`config.mk`:
```
export PLATFORM = sky130hd
export DESIGN_NAME = uc_sequencer
export DESIGN_NICKNAME = d
export VERILOG_FILES = /design/src/rtl/uc_sequencer.sv
export SDC_FILE = /design/constraint.sdc
export NUM_CORES = 1
export LEC_CHECK = 0
export CAP_MARGIN = 25
export CORE_MARGIN = 3
export CORE_UTILIZATION = 46
export DETAILED_ROUTE_END_ITERATION = 10
export PLACE_DENSITY = 0.89
export RECOVER_POWER = 25
export SLEW_MARGIN = 25
export SYNTH_ARGS = -nofsm -noshare
export SYNTH_HDL_FRONTEND = slang
export SYNTH_SLANG_ARGS = --single-unit
```
`constraint.sdc`:
```
create_clock -name clk -period 4.5 [get_ports clk]
set_input_delay 0.675 -clock clk [delete_from_list [all_inputs] [get_ports clk]]
set_output_delay 0.675 -clock clk [all_outputs]
set_load 0.02 [all_outputs]
```
`src/rtl/uc_sequencer.sv`:
```
// Instruction sequencer: fetches one byte per instruction over a req/ready handshake,
// decodes it and issues one-cycle execute strobes to the accumulator control block.
module uc_sequencer #(
    parameter int ADDR_W = 4,
    parameter int DATA_W = 8
) (
    input  logic              clk,
    input  logic              reset,
    input  logic [DATA_W-1:0] mem_rdata,
    input  logic              mem_ready,
    input  logic              carry,
    output logic [ADDR_W-1:0] mem_addr,
    output logic              mem_rd,
    output logic [ADDR_W-1:0] pc,
    output logic [DATA_W-1:0] ir,
    output logic              jump,
    output logic              jumpC,
    output logic              sin,
    output logic              InA,
    output logic              twone,
    output logic              halted
);

    localparam logic [2:0] S_FETCH  = 3'd0;
    localparam logic [2:0] S_WAIT   = 3'd1;
    localparam logic [2:0] S_DECODE = 3'd2;
    localparam logic [2:0] S_EXEC   = 3'd3;
    localparam logic [2:0] S_HALT   = 3'd4;

    localparam logic [3:0] OP_HLT = 4'hF;

    logic [2:0] state;
    logic [3:0] opcode;
    logic [4:0] dec_strb;  // {jump, jumpC, sin, InA, twone}

    assign opcode = ir[DATA_W-1:DATA_W-4];

    always_comb begin
        dec_strb = 5'b00000;
        case (opcode)
            4'h1:       dec_strb = 5'b00010;
            4'h2, 4'h3: dec_strb = 5'b00011;
            4'h5:       dec_strb = 5'b10000;
            4'h6:       dec_strb = 5'b01000;
            4'h7:       dec_strb = 5'b00110;
            default:    dec_strb = 5'b00000;
        endcase
    end

    // Strobes are loaded only on DECODE->EXEC and cleared every other cycle,
    // so each one is high for exactly the single EXEC cycle.
    always_ff @(posedge clk or posedge reset) begin
        if (reset) begin
            state <= S_FETCH;
            pc    <= '0;
            ir    <= '0;
            {jump, jumpC, sin, InA, twone} <= 5'b00000;
        end else begin
            {jump, jumpC, sin, InA, twone} <= 5'b00000;
            case (state)
                S_FETCH: state <= S_WAIT;
                S_WAIT: begin
                    if (mem_ready) begin
                        ir    <= mem_rdata;
                        pc    <= pc + 1'b1;
                        state <= S_DECODE;
                    end
                end
                S_DECODE: begin
                    if (opcode == OP_HLT) begin
                        state <= S_HALT;
                    end else begin
                        {jump, jumpC, sin, InA, twone} <= dec_strb;
                        state <= S_EXEC;
                    end
                end
                S_EXEC: begin
                    // Branch target overrides the increment already applied in WAIT.
                    if (jump || (jumpC && carry))
                        pc <= ir[ADDR_W-1:0];
                    state <= S_FETCH;
                end
                S_HALT:  state <= S_HALT;
                default: state <= S_FETCH;
            endcase
        end
    end

    // Gated by reset so the request drops immediately even though reset parks the FSM in FETCH.
    assign mem_rd   = ((state == S_FETCH) || (state == S_WAIT)) && !reset;
    assign mem_addr = pc;
    assign halted   = (state == S_HALT);

endmodule
```
==> results.md, run 1 <==
- Status: completed
- Commonest cells after routing, fill and taps aside: clkdlybuf4s50_1 (33), dfrtp_1 (20), nor2_1 (8), a21oi_1 (7), mux2_2 (7)
- Slew Limit Fails: 0
- Post-DP HPWL: 1.43 mm
- Die width: 51.9 um
- Starting Density: 52.1%
- Nets: 132
- Number of I/O pins: 35
- Die H: 51.9 um
- Critical path, cell by cell: dlygate4sd3_1 > nor3_1 > clkdlybuf4s50_1
- Clock latency on the worst-skew pair: 310 ps
- Register-to-Register Path Depth: 3
- Largest net degree at the start of global routing: 21
- Antenna viol nets, final: 0
- Initial antenna violation count: 0
- Clk sink count: 20
- Post-CTS setup buffers: 0
- Worst R2R End: ir[5]$_DFFE_PP0P_
- # rows: 15
- Arr. time, crit path: 2010 ps
- Core area: 1860 um2
- #FFs+latches synth: 20
- Reg clk slew, reported paths: 110 ps
- Commonest non-fill, non-tap cell in the layout: clkdlybuf4s50_1
- R2R Setup Slk: 2870 ps
- Worst slew pin tran: 719 ps
- Number of max-cap violations: 0
- Residual DRC count: 0
- Final wirelength: 1.95 mm
- Avg Vias per Cell: 5.17
- Peak fanout along the critical path: 2
- Pwr Density: 733 nW/um2
- CTS buffer count: 3
- Min-delay src: ir[5]$_DFFE_PP0P_
- Post-synthesis net count: 99
- H-tree depth: 1
- Layout cell share with drive strength beyond 1: 13.6%
- Post-Syn Instances: 86
- Worst clock skew: 12.3 ps
- Drt wl/cell: 13.6 um
- Vias: 739
- Mean post-synth cell area: 11.2 um2
- Placed insts: 139
- RSZ-0062 raised after global routing: false
- Critical Path RT: 3830 ps
- Root buffer cell: clkbuf_4
- Syn-to-layout area delta: 38.6%
- # diodes: 0
- Gr usage total: 16.3%
- Crit end category: primary output
- Crit path kind: input port to primary output
- CP max stage delay: 640 ps
- Setup violators final: 0
- Storage element area: 500 um2
- Hold Buf Count CTS: 0
- Port bufs: 34
- Placed inst area: 1290 um2
- Part of the Yosys area used for sequential elements: 51.7%
- Worst Hold Class: register to register
- Finished Layout Cells: 143
- CTS tree: done
- Final hold vios: 0
- Worst setup SP type: input port
- Hold Crit Depth: 1
- FF-to-FF Start: state[2]$_DFFE_PP0P_
- Max IR drop VDD: 0.402 mV
- Drt first pass iters: 4
- Crit path max-delay cell type: clkdlybuf4s50_1
- Gr ovfl total: 0
- Hold Path End: jump$_DFF_PP0_
- Synth Cell Area: 967 um2
- Final period util: 59.7%
- Max_slew headroom: 52.0%
- Starting DRT DRC Count: 16
- GP Congestion: 0.707
- Max Freq: 372 MHz
- Global-route wire length before repair: 3.12 mm
- Maximum buffer depth of the clock tree: 2
- Crit path launch: reset
- Unique masters post-synth: 29
- Vias in the first global route: 712
- Post-cts sizing count: 0
- Design area: 1340 um2
- Fin Setup TNS: 0 ps
- Die Area: 2690 um2
- Area of the multi-input gates: 397 um2
- Crit path time final: 2690 ps
- Static leakage: 0.000563 uW
- Util after Layout: 72.1%
- Synth Warn #: 0
- Filler cell count: 127
==> synthesized netlist by cell type <==
| master | number | area [um2] |
|---|---|---|
| a21oi_1 | 7 | 35.0 |
| a311oi_4 | 1 | 26.3 |
| a31oi_1 | 1 | 6.26 |
| and2_1 | 1 | 6.26 |
| and3_1 | 1 | 6.26 |
| and4_1 | 1 | 8.76 |
| buf_4 | 5 | 37.5 |
| buf_6 | 1 | 11.3 |
| dfrtp_1 | 20 | 500 |
| ha_1 | 1 | 12.5 |
| inv_1 | 5 | 18.8 |
| maj3_1 | 1 | 10.0 |
| mux2_2 | 7 | 78.8 |
| mux2_4 | 1 | 15.0 |
| mux2i_1 | 1 | 10.0 |
| nand2_1 | 6 | 22.5 |
| nand2b_1 | 1 | 6.26 |
| nand2b_4 | 1 | 13.8 |
| nand3_1 | 3 | 15.0 |
| nand3b_1 | 2 | 15.0 |
| nor2_1 | 7 | 26.3 |
| nor2_2 | 1 | 6.26 |
| nor3_1 | 3 | 15.0 |
| nor3b_1 | 1 | 7.51 |
| nor3b_4 | 1 | 18.8 |
| nor4_1 | 1 | 6.26 |
| o21a_1 | 1 | 7.51 |
| o21ai_0 | 3 | 15.0 |
| o21ai_2 | 1 | 8.76 |
==> routing by layer <==
metal | share of wire [%] | track usage [%] | vias to the layer above
li1 | - | - | 358
met1 | 42 | 18.4 | 350
met2 | 50 | 27.8 | 29
met3 | 6.3 | 4.01 | 2
met4 | 1.3 | 9.17 | 0
met5 | 0 | 0 | -
==> area by class of cell <==
type | instances | share of cell area (%)
clock inverters | 1 | 2.24
flip-flops and latches | 20 | 37.3
inverters | 5 | 1.40
repair buffers | 34 | 25.4
clock buffers | 3 | 1.68
multi-input cells | 55 | 29.6
well taps | 25 | 2.33
==> how the worst max path moves through the flow <==
stage / endpoint / cells after the start
floorplan: mem_rd / 1
global placement: mem_rd / 3
detailed placement: mem_rd / 3
CTS: mem_rd / 3
global route: mem_rd / 3
finish: mem_rd / 3
==> worst max-delay path, delay by kind of cell <==
| kind | cells | cell delay, ps |
|---|---|---|
| buf+inv | 2 | 1190 |
| simple gates | 1 | 150 |
==> logic make-up after synthesis <==
kind of cell | Yosys count | share of synthesized area, %
compound gates | 14 | 10.2
fa+ha+maj | 2 | 2.33
buf+inv | 11 | 6.99
flops | 20 | 51.7
mux | 9 | 10.7
simple gates | 30 | 18.0
==> power breakdown <==
| part | total [uW] | internal [uW] | switching, uW | leakage, uW |
|---|---|---|---|---|
| logic | 495 | 254 | 240 | 0.000288 |
| clock network | 147 | 90.1 | 56.5 | 0.0000279 |
| registers | 341 | 247 | 93.4 | 0.000246 |
==> per-stage QoR <==
step	worst slack [ps]	total power [uW]	hold WS (ps)
2_1_floorplan	2690	663	505
3_3_place_gp	1990	823	502
3_5_place_dp	1930	841	503
4_1_cts	1930	990	539
5_1_grt	1730	1040	568
6_report	1810	982	529
==> flip-flops by register name, summed over array words and instances, names as in the netlist <==
signal    cells
InA           1
ir            8
jump          1
jumpC         1
mem_addr      4
sin           1
state         3
twone         1
No activity file was read; power rests on OpenSTA's default activity.
==> run 2: changes to the inputs <==
--- a/config.mk
+++ b/config.mk
@@ -7,9 +7,9 @@
 export LEC_CHECK = 0
 export CAP_MARGIN = 25
 export CORE_MARGIN = 3
-export CORE_UTILIZATION = 46
+export CORE_UTILIZATION = 43
 export DETAILED_ROUTE_END_ITERATION = 10
-export PLACE_DENSITY = 0.89
+export PLACE_DENSITY = 0.84
 export RECOVER_POWER = 25
 export SLEW_MARGIN = 25
 export SYNTH_ARGS = -nofsm -noshare
==> constraint.sdc (replaced) <==
create_clock -name clk -period 2.6 [get_ports clk]
set_input_delay 0.39 -clock clk [delete_from_list [all_inputs] [get_ports clk]]
set_output_delay 0.39 -clock clk [all_outputs]
set_load 0.02 [all_outputs]
==> run 2 against run 1 <==
  * Non-clock buffer count stayed put
  * Combinational power is 73% higher
  * Worst setup slack worse by 1400 ps
  * Clock skew is 7.1 ps lower
  * Hold slack better by 10 ps
  * Utilization is 7.0 points lower
  * Routed wire length is 0.57% higher
  * Die area is 6.1% higher
  * Clock-buffer cell count is 1 higher
  * Global-route usage is 0.39 points lower
==> results.md, run 2 (same netlist as run 1, synthesis figures left out) <==
- Commonest cells after routing, fill and taps aside: clkdlybuf4s50_1 (33), dfrtp_1 (20), nor2_1 (7), a21oi_1 (7), mux2_2 (7) (was clkdlybuf4s50_1 (33), dfrtp_1 (20), nor2_1 (8), a21oi_1 (7), mux2_2 (7))
- Hold Crit Depth: 1 (unchanged)
- Residual DRC count: 0 (unchanged)
- Worst setup margin: 436 ps (was 1810 ps)
- Final hold slack: 540 ps (was 529 ps)
- Crit path time final: 2160 ps
- Min-delay src: ir[6]$_DFFE_PP0P_ (was ir[5]$_DFFE_PP0P_)
- Gr usage total: 15.9% (was 16.3%)
- Die H: 53.4 um (was 51.9 um)
- Placed insts: 141 (was 139)
- Critical Path RT: 2210 ps (was 3830 ps)
- Post-cts sizing count: 0 (unchanged)
- Vias: 756 (was 739)
- Crit path kind: register to primary output (was input port to primary output)
- Crit end category: primary output (unchanged)
- Clk sink count: 20 (unchanged)
- Vias in the first global route: 730 (was 712)
- Number of max-cap violations: 0 (unchanged)
- Slew Limit Fails: 0 (unchanged)
- # diodes: 0 (unchanged)
- Initial antenna violation count: 0 (unchanged)
- Max Freq: 462 MHz
- Gr ovfl total: 0 (unchanged)
- Reg clk slew, reported paths: 110 ps (about the same)
- Die width: 53.4 um (was 51.9 um)
- Worst setup SP type: register (was input port)
- Worst Hold Class: register to register (unchanged)
- Arr. time, crit path: 1770 ps (was 2010 ps)
- Nets: 132 (unchanged)
- Core area: 2040 um2 (was 1860 um2)
- Status: completed (unchanged)
- Syn-to-layout area delta: 37.4% (was 38.6%)
- Starting DRT DRC Count: 17 (was 16)
- Post-CTS setup buffers: 0 (unchanged)
- Register-to-Register Path Depth: 3 (unchanged)
- H-tree depth: 1 (unchanged)
- Avg Vias per Cell: 5.21 (was 5.17)
- Max FFs per register: 8 (unchanged)
- GP Congestion: 0.721 (was 0.707)
- Setup violators final: 0 (unchanged)
- Largest reg by FF count: ir (unchanged)
- Final hold vios: 0 (unchanged)
- CTS buffer count: 3 (unchanged)
- Max_slew headroom: 50.1% (was 52.0%)
- Finished Layout Cells: 145 (was 143)
- Worst clock skew: 5.18 ps (was 12.3 ps)
- Crit path launch: state[1]$_DFFE_PP0P_ (was reset)
- Largest net degree at the start of global routing: 21 (unchanged)
- Total power: 1620 uW (was 982 uW)
- Drt first pass iters: 4 (unchanged)
- FF-to-FF Start: state[2]$_DFFE_PP0P_ (unchanged)
- Layout cell share with drive strength beyond 1: 14.4% (was 13.6%)
- Setup WS pre-CTS: 636 ps (was 1930 ps)
- Static leakage: 0.000556 uW (was 0.000563 uW)
- Clock latency on the worst-skew pair: 300 ps (was 310 ps)
- Max IR drop VDD: 0.650 mV (was 0.402 mV)
- Die Area: 2850 um2 (was 2690 um2)
- Commonest non-fill, non-tap cell in the layout: clkdlybuf4s50_1 (unchanged)
- Maximum buffer depth of the clock tree: 2 (unchanged)
- Hold Buf Count CTS: 0 (unchanged)
- Global-route wire length before repair: 3.26 mm (was 3.12 mm)
- Starting Density: 47.4% (was 52.1%)
- Drt wl/cell: 13.5 um (was 13.6 um)
- # rows: 16 (was 15)
- Peak fanout along the critical path: 8 (was 2)
- Final period util: 83.2%
- Port bufs: 34 (unchanged)
- RSZ-0062 raised after global routing: false (unchanged)
- Number of I/O pins: 35 (unchanged)
- Final wirelength: 1.96 mm (was 1.95 mm)
- Filler cell count: 184 (was 127)
- Root buffer cell: clkbuf_4 (unchanged)
- CTS tree: done (unchanged)
- Antenna viol nets, final: 0 (unchanged)
- Worst slew pin tran: 747 ps (was 719 ps)
- Pwr Density: 1220 nW/um2 (was 733 nW/um2)
- Fin Setup TNS: 0 ps (unchanged)
- Post-DP HPWL: 1.52 mm (was 1.43 mm)
run 2: final timing paths:
kind                                            to  slack [ps]
min                                twone$_DFF_PP0_         540
max in group asynchronous     state[0]$_DFFE_PP0P_        1450
min in group asynchronous  mem_addr[2]$_DFFE_PP0P_         680
min reg2reg                        twone$_DFF_PP0_         540
max                                         halted         440
max reg2reg                      ir[5]$_DFFE_PP0P_         960
run 2: cell type report:
cell class	count	area [um2]	share of cell area, %
Multi-Input combinational cell	55	399	30.0
Clock buffer	4	36.3	2.73
Inverter	5	18.8	1.41
Sequential cell	20	500	37.7
Tap cell	27	33.8	2.54
Timing Repair Buffer	34	340	25.6
run 2: per-layer routing:
| layer | up-vias | global-route usage, % | wire [um] |
|---|---|---|---|
| li1 | 362 | - | - |
| met5 | - | 0 | 0 |
| met3 | 5 | 4.79 | 156 |
| met4 | 0 | 6.38 | 27 |
| met1 | 361 | 18.0 | 772 |
| met2 | 28 | 27.6 | 999 |
run 2: per-stage QoR:
stage	area, um2	util (%)
final	1330	65.1
after global routing	1330	65.1
after CTS	1330	65.1
after detailed placement	1290	63.3
after global placement	1290	63.3
after floorplan	967	-
run 2: critical path, cell delays in order (launching register included):
cell	delay, ps
dfrtp_1	530
inv_1	170
nand2_1	80
nor2_1	90
clkdlybuf4s50_1	610
run 2: power breakdown:
group          switching (uW)  total [uW]  internal (uW)
Sequential                161         589            428
Clock                    91.6         177           85.3
Combinational             414         854            440
Total                     666        1620            954
